File: src/rtl/alu_op_sequencer.sv
`default_nettype none
// ============================================================================
//  Module      : alu_op_sequencer
//  Description : Multi-cycle owner of the shared ALU datapath. Accepts one
//                (opcode, A, B) request, holds the ALU inputs for an
//                opcode-dependent settling time, captures the 64-bit Zin
//                result into HI/LO and offers it on a valid/ready handshake.
//  Options     : ALU_DIVZ_TRAP_EN - adds div_zero output; DIV by zero skips
//                EXEC and completes immediately with a zero result.
//  Revision    : 1.0 - initial release
// ============================================================================
module alu_op_sequencer #(
    parameter int unsigned MUL_CYCLES = 2,
    parameter int unsigned DIV_CYCLES = 4
) (
    input  logic        clock,
    input  logic        clear,
    input  logic        req_valid,
    output logic        req_ready,
    input  logic [4:0]  req_opcode,
    input  logic [31:0] req_a,
    input  logic [31:0] req_b,
    output logic [4:0]  alu_opcode,
    output logic [31:0] alu_a,
    output logic [31:0] alu_b,
    input  logic [63:0] alu_zin,
    output logic        res_valid,
    input  logic        res_ready,
    output logic [31:0] res_hi,
    output logic [31:0] res_lo,
    output logic        res_illegal,
    output logic        busy
`ifdef ALU_DIVZ_TRAP_EN
    ,
    output logic        div_zero
`endif
);

    // ALU opcode encodings
    localparam logic [4:0] C_OP_ADD  = 5'b01100;
    localparam logic [4:0] C_OP_SUB  = 5'b00100;
    localparam logic [4:0] C_OP_AND  = 5'b01010;
    localparam logic [4:0] C_OP_OR   = 5'b01011;
    localparam logic [4:0] C_OP_NOT  = 5'b10010;
    localparam logic [4:0] C_OP_NEG  = 5'b10001;
    localparam logic [4:0] C_OP_ROR  = 5'b01000;
    localparam logic [4:0] C_OP_ROL  = 5'b01001;
    localparam logic [4:0] C_OP_SHL  = 5'b00111;
    localparam logic [4:0] C_OP_SHR  = 5'b00101;
    localparam logic [4:0] C_OP_SHRA = 5'b00110;
    localparam logic [4:0] C_OP_MUL  = 5'b01111;
    localparam logic [4:0] C_OP_DIV  = 5'b00001;

    // Counter reload values (latency minus one); a zero latency behaves as one
    localparam logic [7:0] C_MUL_LAT_M1 = (MUL_CYCLES == 0) ? 8'd0 : 8'(MUL_CYCLES - 1);
    localparam logic [7:0] C_DIV_LAT_M1 = (DIV_CYCLES == 0) ? 8'd0 : 8'(DIV_CYCLES - 1);

    typedef enum logic [1:0] {
        ST_IDLE = 2'd0,
        ST_EXEC = 2'd1,
        ST_DONE = 2'd2
    } state_t;

    state_t      state_q;
    logic [7:0]  count_q;
    logic [4:0]  opcode_q;
    logic [31:0] a_q;
    logic [31:0] b_q;
    logic [31:0] hi_q;
    logic [31:0] lo_q;
    logic        illegal_q;
    logic        res_valid_q;
    logic        req_ready_q;
    logic        busy_q;

    logic        w_legal;
    logic [7:0]  w_lat_m1;
    logic        w_divz_trap;

    // Decode the incoming opcode into legality and settling-counter reload
    always_comb begin
        w_legal  = 1'b1;
        w_lat_m1 = 8'd0;
        case (req_opcode)
            C_OP_ADD, C_OP_SUB, C_OP_AND, C_OP_OR, C_OP_NOT, C_OP_NEG,
            C_OP_ROR, C_OP_ROL, C_OP_SHL, C_OP_SHR, C_OP_SHRA: w_lat_m1 = 8'd0;
            C_OP_MUL: w_lat_m1 = C_MUL_LAT_M1;
            C_OP_DIV: w_lat_m1 = C_DIV_LAT_M1;
            default:  w_legal  = 1'b0;
        endcase
    end

`ifdef ALU_DIVZ_TRAP_EN
    logic div_zero_q;
    assign w_divz_trap = (req_opcode == C_OP_DIV) && (req_b == 32'd0);
`else
    assign w_divz_trap = 1'b0;
`endif

    // Sequencer FSM: acceptance, settling countdown, result capture and hold
    always_ff @(posedge clock or negedge clear) begin
        if (!clear) begin
            state_q     <= ST_IDLE;
            count_q     <= 8'd0;
            opcode_q    <= 5'd0;
            a_q         <= 32'd0;
            b_q         <= 32'd0;
            hi_q        <= 32'd0;
            lo_q        <= 32'd0;
            illegal_q   <= 1'b0;
            res_valid_q <= 1'b0;
            req_ready_q <= 1'b1;
            busy_q      <= 1'b0;
`ifdef ALU_DIVZ_TRAP_EN
            div_zero_q  <= 1'b0;
`endif
        end else begin
            case (state_q)
                ST_IDLE: begin
                    if (req_valid) begin
                        opcode_q    <= req_opcode;
                        a_q         <= req_a;
                        b_q         <= req_b;
                        req_ready_q <= 1'b0;
                        busy_q      <= 1'b1;
`ifdef ALU_DIVZ_TRAP_EN
                        div_zero_q  <= w_divz_trap;
`endif
                        if (w_divz_trap) begin
                            // Divide-by-zero trap completes without touching the ALU
                            state_q     <= ST_DONE;
                            count_q     <= 8'd0;
                            hi_q        <= 32'd0;
                            lo_q        <= 32'd0;
                            illegal_q   <= 1'b0;
                            res_valid_q <= 1'b1;
                        end else if (!w_legal) begin
                            // Unsupported opcode completes immediately with a zero result
                            state_q     <= ST_DONE;
                            count_q     <= 8'd0;
                            hi_q        <= 32'd0;
                            lo_q        <= 32'd0;
                            illegal_q   <= 1'b1;
                            res_valid_q <= 1'b1;
                        end else begin
                            state_q     <= ST_EXEC;
                            count_q     <= w_lat_m1;
                        end
                    end
                end
                ST_EXEC: begin
                    if (count_q != 8'd0) begin
                        count_q <= count_q - 8'd1;
                    end else begin
                        // Last settling cycle: the ALU output is valid at this edge
                        hi_q        <= alu_zin[63:32];
                        lo_q        <= alu_zin[31:0];
                        illegal_q   <= 1'b0;
                        res_valid_q <= 1'b1;
                        state_q     <= ST_DONE;
                    end
                end
                ST_DONE: begin
                    // New requests are only seen in IDLE, so release does not overlap acceptance
                    if (res_ready) begin
                        res_valid_q <= 1'b0;
                        req_ready_q <= 1'b1;
                        busy_q      <= 1'b0;
                        state_q     <= ST_IDLE;
                    end
                end
                default: begin
                    state_q     <= ST_IDLE;
                    count_q     <= 8'd0;
                    res_valid_q <= 1'b0;
                    req_ready_q <= 1'b1;
                    busy_q      <= 1'b0;
                end
            endcase
        end
    end

    assign req_ready   = req_ready_q;
    assign busy        = busy_q;
    assign alu_opcode  = opcode_q;
    assign alu_a       = a_q;
    assign alu_b       = b_q;
    assign res_valid   = res_valid_q;
    assign res_hi      = hi_q;
    assign res_lo      = lo_q;
    assign res_illegal = illegal_q;
`ifdef ALU_DIVZ_TRAP_EN
    assign div_zero    = div_zero_q;
`endif

endmodule
`default_nettype wire

File: config.mk
export PLATFORM = sky130hd
export DESIGN_NAME = alu_op_sequencer
export DESIGN_NICKNAME = d
export VERILOG_FILES = /design/src/rtl/alu_op_sequencer.sv
export SDC_FILE = /design/constraint.sdc
export NUM_CORES = 1
export LEC_CHECK = 0
export ABC_AREA = 1
export ABC_CLOCK_PERIOD_IN_PS = 3300
export CAP_MARGIN = 20
export CORE_ASPECT_RATIO = 1.2
export CORE_MARGIN = 4
export CORE_UTILIZATION = 54
export DETAILED_ROUTE_END_ITERATION = 6
export DONT_BUFFER_PORTS = 1
export PLACE_DENSITY = 0.72
export SLEW_MARGIN = 20
export SYNTH_ARGS = -nofsm -noshare
export SYNTH_HDL_FRONTEND = slang
export SYNTH_SLANG_ARGS = --single-unit
File: constraint.sdc
create_clock -name clock -period 3.3 [get_ports clock]
set_clock_uncertainty 0.05 [all_clocks]
set_input_delay 0.99 -clock clock [delete_from_list [all_inputs] [get_ports clock]]
set_output_delay 0.99 -clock clock [all_outputs]
set_load 0.01 [all_outputs]
Word-level counts from Yosys, hierarchy flattened:

Index checks and enable logic that the tools add are counted.

* output and inout bits: 137
* bits of input ports: 137
* register bits: 147

* reduce and logical (&&, ||, !) cells: 10
* muxes and demuxes: 29
* eq/ne operators: 20
* bitwise logic cells: 2
* add/subtract/negate cells: 1

Operators with widths (count)
* 32-bit two-way mux: 4
* 32-bit case mux with 2 select lines: 2
* 5-bit by 4-bit equality test with 1-bit output, second input constant: 6
* 8-bit two-way mux: 3
* 8-bit case mux with 3 select lines: 1
* 5-bit by 3-bit equality test with 1-bit output, second input constant: 4
* 13-bit OR reduction: 1
* 5-bit equality test, second input constant: 2
* 2-bit inequality test, second input constant: 5
* 1-bit two-way mux: 9
* 1-bit case mux with 3 select lines: 3
* 3-bit AND reduction: 3
* 2-bit two-way mux: 4
* 4-bit AND reduction: 2
* 8-bit nonzero test: 1
* 8-bit by 1-bit subtractor with 8-bit output, second input constant: 1
* 2-bit case mux with 3 select lines: 1
* 5-bit by 1-bit equality test with 1-bit output, second input constant: 1
* 2-bit case mux with 2 select lines: 1
* 2-bit by 1-bit equality test with 1-bit output, second input constant: 1
* 2-bit equality test, second input constant: 1
* 2-bit zero test: 1
* 1-bit inverter: 2
* 1-bit case mux with 2 select lines: 1
* 2 further kinds: 2

Depth between registers and ports, before layout:

* depth in word-level cells: 6
* gate-level depth with buffers: 12
* mapped depth without buffers: 10

Worst setup path after synthesis:

OpenSTA, ideal clock, no wires.

* kind: input -> register
* start point: input req_opcode[4]
* end point: register hi_q[0] (netlist: res_hi[0])
* required time: 3.133 ns
* setup slack: 1.284 ns
* cell stages on the path: 11
* buffers on the path: 2
* arrival time: 1.848 ns
* library setup time: 0.117 ns
* cells stage by stage: inv_1 nand3_1 nor2_1 nor2_1 nand2_1 nand2_1 nand2_2 buf_6 buf_6 nand2_1 nand2_1

* longest elaborated chain between the ends: 5

RTL lines
* from (decl): RTL line 20 `input logic [4:0] req_opcode,`
* 5-bit by 1-bit equality test with 1-bit output, or another cell as far along: RTL line 84 `case (req_opcode)`
* 13-bit OR reduction (no source line) *
* 1-bit two-way mux *: RTL line 84
* 2-bit inequality test (no source line) *
* 4-bit AND reduction (no source line) *
* to (signal assigned): RTL line 156 `hi_q <= alu_zin[63:32];`
* to (decl): RTL line 69 `logic [31:0] hi_q;`

Mark *: on every way between the ends. The rest lies on a longest branch, timed or not.
A chain may end at the register's enable or synchronous reset.

Worst setup path after layout:

* start point: register state_q[0]
* end point: register hi_q[1] (netlist: res_hi[1])

* longest elaborated chain between the ends: 3

RTL lines
* from (decl): RTL line 64 `state_t state_q;`
* from (signal assigned): RTL line 103 `state_q <= ST_IDLE;`
* from (signal assigned): RTL line 131 `state_q <= ST_DONE;`
* from (signal assigned): RTL line 139 `state_q <= ST_DONE;`
* 2-bit by 1-bit equality test with 1-bit output or 2-bit zero test (tied branches): RTL line 118 `case (state_q)`
* 2-bit inequality test (no source line) or 2-bit nonzero test (tied branches)
* 4-bit AND reduction (no source line)

Parallel ways exist; a longest one is shown, timed or not.

==> impl_metrics.sql <==
INSERT INTO impl_metrics (metric_group, metric, value, unit) VALUES
('final_layout', 'layout-drive-gt1-share', '7.07', '%'),
('floorplan', 'floorplan.rows', '42', ''),
('critical_path', 'worstReg2RegEnd', 'res_hi[1]', ''),
('floorplan', 'pin_count', '274', ''),
('cts', 'post_cts.repair.setup_buffers', '0', ''),
('synth', 'number_of_synthesized_register_bits', '147', ''),
('cts', 'htree_levels', '4', ''),
('final_layout', 'final_cell_mix', 'nand2_1, dfrtp_1, nand4_1, nor2_1, o21ai_0', ''),
('placement', 'dpl.hpwl', '10400', 'um'),
('sta', 'finalSetupViolCount', '0', ''),
('pwr', 'power.combinational.fraction', '27.6', '%'),
('drt', 'route.detailed.wl_per_inst', '18.1', 'um'),
('sta', 'highest_attainable_clock_frequency', '0.456', 'GHz'),
('cts', 'cts_root_buffer', 'clkbuf_16', ''),
('drt', 'viasPerCell', '5.64', ''),
('grt', 'number_of_antenna_violations_at_the_first_check_in_global_routing', '0', ''),
('cts', 'clock-sinks', '147', ''),
('final_layout', 'final-seq-area', '3680', 'um2'),
('floorplan', 'die_x', '105', 'um'),
('grt', 'gr-total-overflow', '0', ''),
('synth', 'synth.distinct_cells', '24', ''),
('sta', 'finalCriticalPeriod', '2.19', 'ns'),
('sta', 'fin_hold_ws', '0.221', 'ns'),
('grt', 'global_route_wire_length_before_repair', '23200', 'um'),
('cts', 'postCtsResizedCells', '0', ''),
('synth', 'synth_seq_area_share', '60.8', '%'),
('pwr', 'clock_power_share', '24.9', '%'),
('drt', 'route.detailed.drc', '0', ''),
('drt', 'wirelength', '14900', 'um'),
('critical_path', 'r2r-start', 'state_q[0]', ''),
('synth', 'post-synth-top-area-fraction', '60.3', '%'),
('pwr', 'switching_share', '42.0', '%'),
('synth', 'synth-warning-count', '0', ''),
('final_layout', 'layout-area-overhead-vs-synth', '10.7', '%'),
('synth', 'syn_nets', '836', ''),
('cts', 'cts-buffers-inserted', '17', ''),
('pwr', 'power.net_switching', '3.34', 'mW'),
('pwr', 'leakage', '3.61', 'nW'),
('worst_hold_path', 'min-delay-path-class', 'in2async', ''),
('critical_path', 'timing.critical_path.required', '3.55', 'ns'),
('status', 'outcome', 'finished clean', ''),
('drt', 'post_route_antenna_net_violation_count', '0', ''),
('placement', 'io_buffers', '0', ''),
('critical_path', 'reg2reg_slack', '1.11', 'ns'),
('pwr', 'pwrdens', '1190', 'nW/um2'),
('synth', 'synthTopCellsByArea', 'dfrtp_1, nand2_1, nand4_1', ''),
('cts', 'max-clock-path-buffers', '2', ''),
('critical_path', 'path_max_fanout', '43', ''),
('final_layout', 'antenna_cells_inserted', '0', ''),
('synth', 'synth_area', '6050', 'um2'),
('drt', 'number_of_vias_after_detailed_routing', '4649', ''),
('drt', 'dr.first_iter.drc_count', '403', ''),
('synth', 'synthesis.instances', '698', ''),
('sta', 'maxSlewHeadroom', '53.2', '%'),
('sta', 'worst-slew-pin-transition', '0.703', 'ns'),
('grt', 'grt_max_degree', '148', ''),
('synth', 'post-synth-top-area-cell', 'dfrtp_1', ''),
('sta', 'slew_viol_final', '0', ''),
('sta', 'fin_crit_sh', '66.4', '%'),
('synth', 'synth.avg_cell_area', '8.67', 'um2'),
('critical_path', 'depth_of_the_worst_register_to_register_path', '8', ''),
('pwr', 'cellInternalPower', '4.61', 'mW'),
('placement', 'gp_congestion', '0.781', ''),
('critical_path', 'worst_setup_path_start_kind', 'flop', ''),
('final_layout', 'layout.cells.most_common', 'nand2_1', ''),
('pwr', 'power_frac_seq', '47.5', '%'),
('critical_path', 'timing.critical_path.to_type', 'flop', ''),
('critical_path', 'critPathKind', 'reg2reg', ''),
('floorplan', 'die_y', '124', 'um'),
('final_layout', 'layout.nets', '819', ''),
('cts', 'insertion_delay', '0.41', 'ns');
stage by stage:
stage	utilization [%]	total power [mW]	area (um2)	worst slack (ns)	instances
6_report	61.0	7.95	6700	1.11	825
5_1_grt	61.0	8.54	6700	0.817	825
4_1_cts	61.0	8.03	6700	1.11	825
3_5_place_dp	55.4	6.02	6080	0.838	794
3_3_place_gp	55.4	5.86	6080	0.886	794
2_1_floorplan	-	5.39	6050	1.28	698
sequential cells by signal (all words and copies together), names as in the netlist, 2 cells and up:
register    flops
alu_opcode      5
state_q         2
alu_a          32
alu_b          32
res_hi         32
count_q         8
res_lo         32
critical path: stages, from the launching register on:
cell,delay [ns]
dfrtp_1,0.44
inv_1,0.12
nor2_4,0.49
nand2_1,0.11
nand2_1,0.10
nand2_2,0.30
buf_12,0.31
nand2_1,0.09
nand2_1,0.06
routing by layer:
metal  wire [um]  track usage (%)  part of all wire (%)  vias to the layer above
met5           0                0                     0                        -
met4         348             6.89                   2.3                        0
met3        1500             9.28                    10                       34
met2        7660             39.3                    51                      219
met1        5390             25.8                    36                     2204
li1            -                -                     -                     2192
power groups by stage:
stage / Clock [mW] / Sequential (mW) / Combinational [mW]
5_1_grt: 2.11 / 3.87 / 2.56
6_report: 1.98 / 3.78 / 2.19
3_5_place_dp: 0 / 3.81 / 2.21
4_1_cts: 2.02 / 3.79 / 2.22
2_1_floorplan: 0 / 3.54 / 1.86
3_3_place_gp: 0 / 3.79 / 2.07
worst max path at each step:
stage             startpoint  slack, ns  depth (start not counted)          to
6_report          state_q[0]       1.11                          8   res_hi[1]
5_1_grt           count_q[0]       0.82                          9  count_q[6]
4_1_cts           state_q[0]       1.11                          8   res_hi[1]
3_5_place_dp   req_opcode[4]       0.84                         10   res_hi[1]
3_3_place_gp   req_opcode[4]       0.89                         10   res_hi[6]
2_1_floorplan  req_opcode[4]       1.28                         11   res_hi[0]
logic make-up after synthesis:
kind of cell	count (synthesis)	share of synthesized area [%]
buffers and inverters	63	4.84
AOI/OAI and AO/OA	22	1.92
adders and majority gates	1	0.207
and+or+nand+nor	463	32.0
xor gates and xnor gates	2	0.289
DFF	147	60.8
synthesized netlist by cell type:
cell type / instances
o21a_1: 1
inv_2: 3
nand3_1: 10
nand3b_1: 1
a21oi_2: 1
nand2_2: 1
nand2_1: 359
buf_6: 4
ha_1: 1
nand3_2: 1
clkbuf_1: 9
buf_2: 21
or2_1: 1
inv_1: 17
xor2_1: 2
nand4_1: 65
dfstp_2: 1
nor2_1: 22
o21ai_0: 18
dfrtp_1: 146
buf_1: 9
or2_2: 1
a21oi_1: 2
nor2_2: 2
layout make-up:
type,count,area share [%]
timing repair buffer,7,0.971
inverter,20,1.12
clock buffer,21,7.02
multi-input combinational,488,31.3
tap,132,2.46
clock inverter,10,2.17
sequential,147,54.9
No activity file was read; power rests on OpenSTA's default activity.
